===== src/rtl/snoop_result_gen.sv =====
// snoop_result_gen
//   Sequential snoop-result lookup for the L2 bus model. A request is accepted on a
//   valid/ready handshake. Its result comes from a programmable 2-bit table indexed by the
//   low address bits. The result is presented LATENCY cycles after acceptance and is held
//   until the consumer takes it. Saturating per-result counters record every delivered
//   result.
//
// Ports
//   clk, rst_n                  clock, asynchronous active-low reset
//   i_req_valid / o_req_ready   request handshake
//   i_req_addr, i_req_op        snooped address and bus op (op is echoed, not decoded)
//   o_rsp_valid / i_rsp_ready   response handshake
//   o_rsp_result                00 HIT, 01 HITM, 10 NOHIT
//   o_rsp_addr, o_rsp_op        captured request fields
//   i_cfg_we, i_cfg_index,
//   i_cfg_data                  table write port (data 11 is ignored)
//   o_hit_cnt, o_hitm_cnt,
//   o_nohit_cnt                 saturating delivered-result counters
module snoop_result_gen #(
  parameter int unsigned ADDR_WIDTH = 32,
  parameter int unsigned SEL_BITS   = 4,
  parameter int unsigned LATENCY    = 2,
  parameter int unsigned CNT_WIDTH  = 16
) (
  input  logic                  clk,
  input  logic                  rst_n,
  input  logic                  i_req_valid,
  output logic                  o_req_ready,
  input  logic [ADDR_WIDTH-1:0] i_req_addr,
  input  logic [7:0]            i_req_op,
  output logic                  o_rsp_valid,
  input  logic                  i_rsp_ready,
  output logic [1:0]            o_rsp_result,
  output logic [ADDR_WIDTH-1:0] o_rsp_addr,
  output logic [7:0]            o_rsp_op,
  input  logic                  i_cfg_we,
  input  logic [SEL_BITS-1:0]   i_cfg_index,
  input  logic [1:0]            i_cfg_data,
  output logic [CNT_WIDTH-1:0]  o_hit_cnt,
  output logic [CNT_WIDTH-1:0]  o_hitm_cnt,
  output logic [CNT_WIDTH-1:0]  o_nohit_cnt
);

  localparam int unsigned Depth = 2 ** SEL_BITS;
  localparam bit          LatOne = (LATENCY == 1);
  // WAIT spends LatLoad+1 cycles, so together with the accept and RESP-entry edges the
  // response appears exactly LATENCY edges after acceptance.
  localparam logic [3:0]  LatLoad = (LATENCY > 1) ? 4'(LATENCY - 2) : 4'd0;

  localparam logic [1:0] ResHit   = 2'b00;
  localparam logic [1:0] ResHitm  = 2'b01;
  localparam logic [1:0] ResNohit = 2'b10;

  typedef enum logic [1:0] {StIdle, StWait, StResp} state_e;

  state_e                r_state, w_state_next;
  logic [3:0]            r_lat_cnt, w_lat_cnt_next;
  logic [1:0]            r_table [Depth];
  logic [1:0]            r_rsp_result;
  logic [ADDR_WIDTH-1:0] r_rsp_addr;
  logic [7:0]            r_rsp_op;
  logic [CNT_WIDTH-1:0]  r_hit_cnt, r_hitm_cnt, r_nohit_cnt;
  logic                  w_accept;
  logic                  w_rsp_hs;

  function automatic logic [1:0] default_entry(input int unsigned idx);
    case (idx)
      2, 8:    default_entry = ResHitm;
      4, 12:   default_entry = ResNohit;
      default: default_entry = ResHit;
    endcase
  endfunction

  assign o_req_ready = (r_state == StIdle);
  assign o_rsp_valid = (r_state == StResp);
  assign w_accept    = o_req_ready & i_req_valid;
  assign w_rsp_hs    = o_rsp_valid & i_rsp_ready;

  always_comb begin
    w_state_next   = r_state;
    w_lat_cnt_next = r_lat_cnt;
    unique case (r_state)
      StIdle: begin
        if (i_req_valid) begin
          if (LatOne) begin
            w_state_next = StResp;
          end else begin
            w_lat_cnt_next = LatLoad;
            w_state_next   = StWait;
          end
        end
      end
      StWait: begin
        if (r_lat_cnt == 4'd0) begin
          w_state_next = StResp;
        end else begin
          w_lat_cnt_next = r_lat_cnt - 4'd1;
        end
      end
      StResp: begin
        if (i_rsp_ready) w_state_next = StIdle;
      end
      default: w_state_next = StIdle;
    endcase
  end

  always_ff @(posedge clk or negedge rst_n) begin
    if (!rst_n) begin
      r_state   <= StIdle;
      r_lat_cnt <= 4'd0;
    end else begin
      r_state   <= w_state_next;
      r_lat_cnt <= w_lat_cnt_next;
    end
  end

  // The capture below reads the pre-edge table contents, so a same-cycle write does not
  // affect the request being accepted.
  always_ff @(posedge clk or negedge rst_n) begin
    if (!rst_n) begin
      for (int unsigned i = 0; i < Depth; i++) r_table[i] <= default_entry(i);
    end else if (i_cfg_we && (i_cfg_data != 2'b11)) begin
      r_table[i_cfg_index] <= i_cfg_data;
    end
  end

  always_ff @(posedge clk or negedge rst_n) begin
    if (!rst_n) begin
      r_rsp_result <= 2'b00;
      r_rsp_addr   <= '0;
      r_rsp_op     <= 8'h00;
    end else if (w_accept) begin
      r_rsp_result <= r_table[i_req_addr[SEL_BITS-1:0]];
      r_rsp_addr   <= i_req_addr;
      r_rsp_op     <= i_req_op;
    end
  end

  always_ff @(posedge clk or negedge rst_n) begin
    if (!rst_n) begin
      r_hit_cnt   <= '0;
      r_hitm_cnt  <= '0;
      r_nohit_cnt <= '0;
    end else if (w_rsp_hs) begin
      case (r_rsp_result)
        ResHit:   if (r_hit_cnt != '1) r_hit_cnt <= r_hit_cnt + 1'b1;
        ResHitm:  if (r_hitm_cnt != '1) r_hitm_cnt <= r_hitm_cnt + 1'b1;
        ResNohit: if (r_nohit_cnt != '1) r_nohit_cnt <= r_nohit_cnt + 1'b1;
        default:  ;
      endcase
    end
  end

  assign o_rsp_result = r_rsp_result;
  assign o_rsp_addr   = r_rsp_addr;
  assign o_rsp_op     = r_rsp_op;
  assign o_hit_cnt    = r_hit_cnt;
  assign o_hitm_cnt   = r_hitm_cnt;
  assign o_nohit_cnt  = r_nohit_cnt;

endmodule


===== config.mk =====
export PLATFORM = sky130hd
export DESIGN_NAME = snoop_result_gen
export DESIGN_NICKNAME = d
export VERILOG_FILES = /design/src/rtl/snoop_result_gen.sv
export SDC_FILE = /design/constraint.sdc
export NUM_CORES = 1
export LEC_CHECK = 0
export CAP_MARGIN = 20
export CORE_MARGIN = 3
export CORE_UTILIZATION = 25
export DETAILED_ROUTE_END_ITERATION = 12
export PLACE_DENSITY = 0.52
export RECOVER_POWER = 100
export SYNTH_ARGS = -nofsm -noshare
export SYNTH_HDL_FRONTEND = slang
export SYNTH_SLANG_ARGS = --single-unit

===== constraint.sdc =====
create_clock -name clk -period 2.4 [get_ports clk]
set_input_delay 0.48 -clock clk [delete_from_list [all_inputs] [get_ports clk]]
set_output_delay 0.48 -clock clk [all_outputs]
set_load 0.005 [all_outputs]

==> impl_metrics.prom <==
# TYPE chip_impl_metric gauge
chip_impl_metric{name="groute.usage.overall",unit=""} 0.1246
chip_impl_metric{name="timing.critical_path.fanout_max",unit=""} 4
chip_impl_metric{name="ys_warn_count",unit=""} 0
chip_impl_metric{name="placedCellCount",unit=""} 970
chip_impl_metric{name="p_leak",unit="nW"} 3.867
chip_impl_metric{name="switching_power_total",unit="mW"} 2.204
chip_impl_metric{name="detailed_route_via_count",unit=""} 4398
chip_impl_metric{name="cts_hold_repair.buffers",unit=""} 0
chip_impl_metric{name="clkPwrFrac",unit=""} 0.337
chip_impl_metric{name="synthDominantCellAreaShare",unit=""} 0.5398
chip_impl_metric{name="power.combinational.fraction",unit=""} 0.262
chip_impl_metric{name="cts-resized-gates",unit=""} 0
chip_impl_info{name="synth.largest_area_cell",value="dfrtp_1"} 1
chip_impl_metric{name="antenna_violations_before_repair",unit=""} 0
chip_impl_metric{name="finalSetupViolCount",unit=""} 0
chip_impl_metric{name="drive_gt1_frac",unit=""} 0.1375
chip_impl_info{name="min-delay-path-class",value="input port to async pin"} 1
chip_impl_info{name="worstSetupPathType",value="flip-flop to output pin"} 1
chip_impl_info{name="path_cells",value="nor2_1, dlygate4sd3_1"} 1
chip_impl_metric{name="setup-tns-final",unit="ns"} 0
chip_impl_metric{name="post_route_wl",unit="mm"} 14.77
chip_impl_info{name="failed_checks",value="capacitance limit, slew limit"} 1
chip_impl_metric{name="synth_enable_flop_cells",unit=""} 0
chip_impl_metric{name="share_of_power_burned_in_registers",unit=""} 0.401
chip_impl_metric{name="drt-pass1-iter-count",unit=""} 4
chip_impl_metric{name="detail_route.iter0.violations",unit=""} 183
chip_impl_metric{name="floorplan.initialDensity",unit=""} 0.2586
chip_impl_metric{name="layoutNonFillerInstCount",unit=""} 1000
chip_impl_info{name="tritoncts",value="done"} 1
chip_impl_metric{name="grt_first_pass_wirelength",unit="mm"} 24.27
chip_impl_metric{name="fp.coreArea",unit="mm²"} 0.02223
chip_impl_info{name="rsz0062_at_grt",value="false"} 1
chip_impl_metric{name="clk_pin_slew",unit="ns"} 0.05
chip_impl_metric{name="cts_post_setup_buffers_inserted",unit=""} 0
chip_impl_info{name="outcome",value="finished, violations left"} 1
chip_impl_info{name="critical_path.reg2reg.startpoint",value="r_state[0]"} 1
chip_impl_metric{name="cts_buffers",unit=""} 17
chip_impl_metric{name="route.detailed.drc",unit=""} 0
chip_impl_metric{name="synth_sequential_area_ratio",unit=""} 0.5581
chip_impl_metric{name="hold_violations",unit=""} 0
chip_impl_metric{name="syn_inst",unit=""} 544
chip_impl_metric{name="fp.dieArea",unit="mm²"} 0.02485
chip_impl_metric{name="post-route-period-util",unit=""} 0.8999
chip_impl_metric{name="ff_latch_area",unit="mm²"} 0.003208
chip_impl_metric{name="synthesis_to_layout_area_growth",unit="%"} 42.27
chip_impl_metric{name="finalWorstSetupSlack",unit="ns"} 0.2403
chip_impl_metric{name="power.density",unit="mW/mm²"} 936.3
chip_impl_metric{name="htreeDepth",unit=""} 4
chip_impl_info{name="end_kind",value="output pin"} 1
chip_impl_metric{name="crit_required",unit="ns"} 1.92
chip_impl_metric{name="die_width",unit="µm"} 157.6
chip_impl_metric{name="postPlaceCellArea",unit="mm²"} 0.007644
chip_impl_metric{name="num_antenna_cells",unit=""} 0
chip_impl_metric{name="die_height",unit="µm"} 157.6
chip_impl_metric{name="netlist_area_pre_place",unit="mm²"} 0.005748
chip_impl_metric{name="port_buffers",unit=""} 142
chip_impl_metric{name="vias_in_the_first_global_route",unit=""} 4462
chip_impl_metric{name="fp-row-count",unit=""} 54
chip_impl_info{name="yosys_most_used_dff",value="dfrtp_1"} 1
chip_impl_metric{name="via_per_inst",unit=""} 4.398
chip_impl_info{name="clk_tree_root_cell",value="clkbuf_16"} 1
chip_impl_metric{name="netlist-cell-type-count",unit=""} 51
chip_impl_metric{name="max_slew_margin",unit=""} -0.005590
chip_impl_metric{name="worst_path_largest_cell_delay",unit="ns"} 0.66
chip_impl_metric{name="io_pins",unit=""} 143
chip_impl_info{name="slowest_stage",value="dlygate4sd3_1"} 1
chip_impl_metric{name="finalNetCount",unit=""} 765
chip_impl_metric{name="syn-num-nets",unit=""} 600
chip_impl_metric{name="final_cell_area",unit="mm²"} 0.008178
chip_impl_metric{name="final_antenna_net_count",unit=""} 0
chip_impl_metric{name="clock.fmax",unit="GHz"} 0.4630
chip_impl_metric{name="worst-endpoint-arrival",unit="ns"} 1.68
chip_impl_metric{name="routabilityCongestion",unit=""} 0.7801
chip_impl_metric{name="worstMarginPinSlew",unit="ns"} 1.508
chip_impl_metric{name="slew_viol_final",unit=""} 53
chip_impl_metric{name="vdd.ir_drop.worst",unit="mV"} 0.4374
chip_impl_metric{name="fin_skew",unit="ns"} 0.01357
chip_impl_info{name="timing.critical_path.from",value="r_state[0]"} 1
chip_impl_metric{name="synth.avg_cell_area",unit="µm²"} 10.57
chip_impl_metric{name="place.detailed.hpwl",unit="mm"} 10.59
chip_impl_metric{name="cts-root-to-sink-buffers",unit=""} 2
chip_impl_metric{name="synth_async_sr_flop_share",unit=""} 1.000
chip_impl_metric{name="grt_start_max_net_pins",unit=""} 56
chip_impl_metric{name="clk_latency",unit="ns"} 0.41
chip_impl_metric{name="fillers",unit=""} 2236
chip_impl_metric{name="total_power",unit="mW"} 7.657
chip_impl_metric{name="switching_share",unit=""} 0.2878
chip_impl_metric{name="gr-total-overflow",unit=""} 0
chip_impl_metric{name="ys_seq_elements",unit=""} 128
chip_impl_metric{name="layout_min_cycle_time",unit="ns"} 2.160
chip_impl_metric{name="multiInputGateArea",unit="mm²"} 0.002406
chip_impl_metric{name="setup_slack_after_placement",unit="ns"} 0.07432
chip_impl_info{name="netlist_top_cells_area",value="dfrtp_1, nand2_1, mux2_2"} 1
chip_impl_metric{name="drv.max_cap_violation_count",unit=""} 1
chip_impl_metric{name="internal_power",unit="mW"} 5.453
chip_impl_metric{name="post_drt_wl_per_cell",unit="µm"} 14.77
chip_impl_info{name="cp-start-kind",value="flip-flop"} 1
chip_impl_metric{name="tritoncts_num_sinks",unit=""} 128
[sequential cells by signal, indices dropped and copies added, names as in the netlist]
register      cells
o_rsp_result      2
o_rsp_addr       32
r_state           2
o_hit_cnt        16
o_nohit_cnt      16
o_rsp_op          8
r_table          32
o_hitm_cnt       16
r_lat_cnt         4
[stage by stage]
stage / hold slack [ns] / utilization
after floorplan: 0.1844 / -
after global placement: 0.4587 / 0.3439
after detailed placement: 0.4617 / 0.3439
after CTS: 0.04226 / 0.3701
after global routing: 0.4957 / 0.3679
final: 0.4140 / 0.3679
[logic make-up after synthesis]
group / share of synthesized area
muxes: 0.1012
adders and majority gates: 0.01088
xor gates and xnor gates: 0.06095
AOI/OAI and AO/OA: 0.03091
buffers and inverters: 0.01850
DFF: 0.5581
and+or+nand+nor: 0.2194
[layout make-up]
| cell class | count | share of cell area |
|---|---|---|
| timing repair buffer | 162 | 0.1948 |
| tap | 280 | 0.04284 |
| clock inverter | 12 | 0.01759 |
| clock buffer | 18 | 0.05370 |
| sequential | 128 | 0.3923 |
| inverter | 10 | 0.004590 |
| multi-input combinational | 390 | 0.2942 |
[cell usage after synthesis, drive strengths merged (5+ instances only)]
master,number
nand3,23
xor2,19
nand2,156
a31oi,7
ha,5
nand4,13
mux2,38
dfrtp,124
nor2,29
xnor2,21
nor2b,8
inv,10
clkbuf,14
and3,6
nor3,11
mux2i,6
[cells in the final DEF (no fill, tap or decap), types with 3 or more instances in the layout]
cell type / netlist / routed
inv_1: 10 / 10
nor2b_1: 8 / 8
bufinv_16: 0 / 3
and3_1: 6 / 6
nand2b_1: 3 / 3
mux2i_1: 6 / 6
mux2_2: 37 / 37
xor2_1: 19 / 19
a21oi_1: 3 / 3
nand3_1: 23 / 23
xnor2_1: 21 / 21
dfrtp_1: 124 / 124
nand4_1: 13 / 13
nor4_1: 3 / 3
dlygate4sd3_1: 0 / 93
clkinv_2: 0 / 6
nand2_1: 156 / 156
clkbuf_1: 14 / 3
buf_12: 0 / 3
and4_1: 3 / 3
buf_4: 0 / 13
ha_1: 5 / 5
and2_0: 0 / 4
mux4_2: 4 / 4
nor2_1: 29 / 29
clkdlybuf4s50_1: 0 / 48
clkbuf_16: 0 / 17
a31oi_1: 6 / 7
nor3_1: 10 / 11
dfstp_2: 4 / 4
[final timing paths]
| kind | slack [ns] | endpoint | depth (start not counted) |
|---|---|---|---|
| setup / recovery | 0.24 | o_req_ready | 2 |
| hold reg to reg | 0.47 | o_rsp_addr[7] | 2 |
| max in group asynchronous | 1.06 | o_rsp_op[5] | 2 |
| hold / removal | 0.41 | o_rsp_op[7] | 1 |
| min in group clk | 0.47 | o_rsp_addr[7] | 2 |
| setup reg to reg | 0.39 | o_rsp_result[1] | 4 |
[power groups by stage]
stage,sequential [mW],clock [mW],combinational [mW]
after floorplan,3.08,0,0.933
after global placement,3.12,0,2.21
after detailed placement,3.13,0,2.23
after CTS,3.10,2.68,2.23
after global routing,3.17,2.79,2.27
final,3.07,2.58,2.00
[worst max-delay path, delay by kind of cell, from the launching register on]
family	cells	cell delay [ns]
and+or+nand+nor	1	0.22
buffers and inverters	1	0.66
DFF	1	0.39
[metal layers]
metal | wire length [µm] | track usage | up-vias | part of all wire
met5 | 0 | 0 | - | 0
met4 | 134 | 0.03471 | 0 | 0.0091
met3 | 572 | 0.03636 | 10 | 0.039
met2 | 6901 | 0.1895 | 99 | 0.47
met1 | 7158 | 0.1735 | 2113 | 0.48
li1 | - | - | 2176 | -
Power figures use the tool's default switching activity.
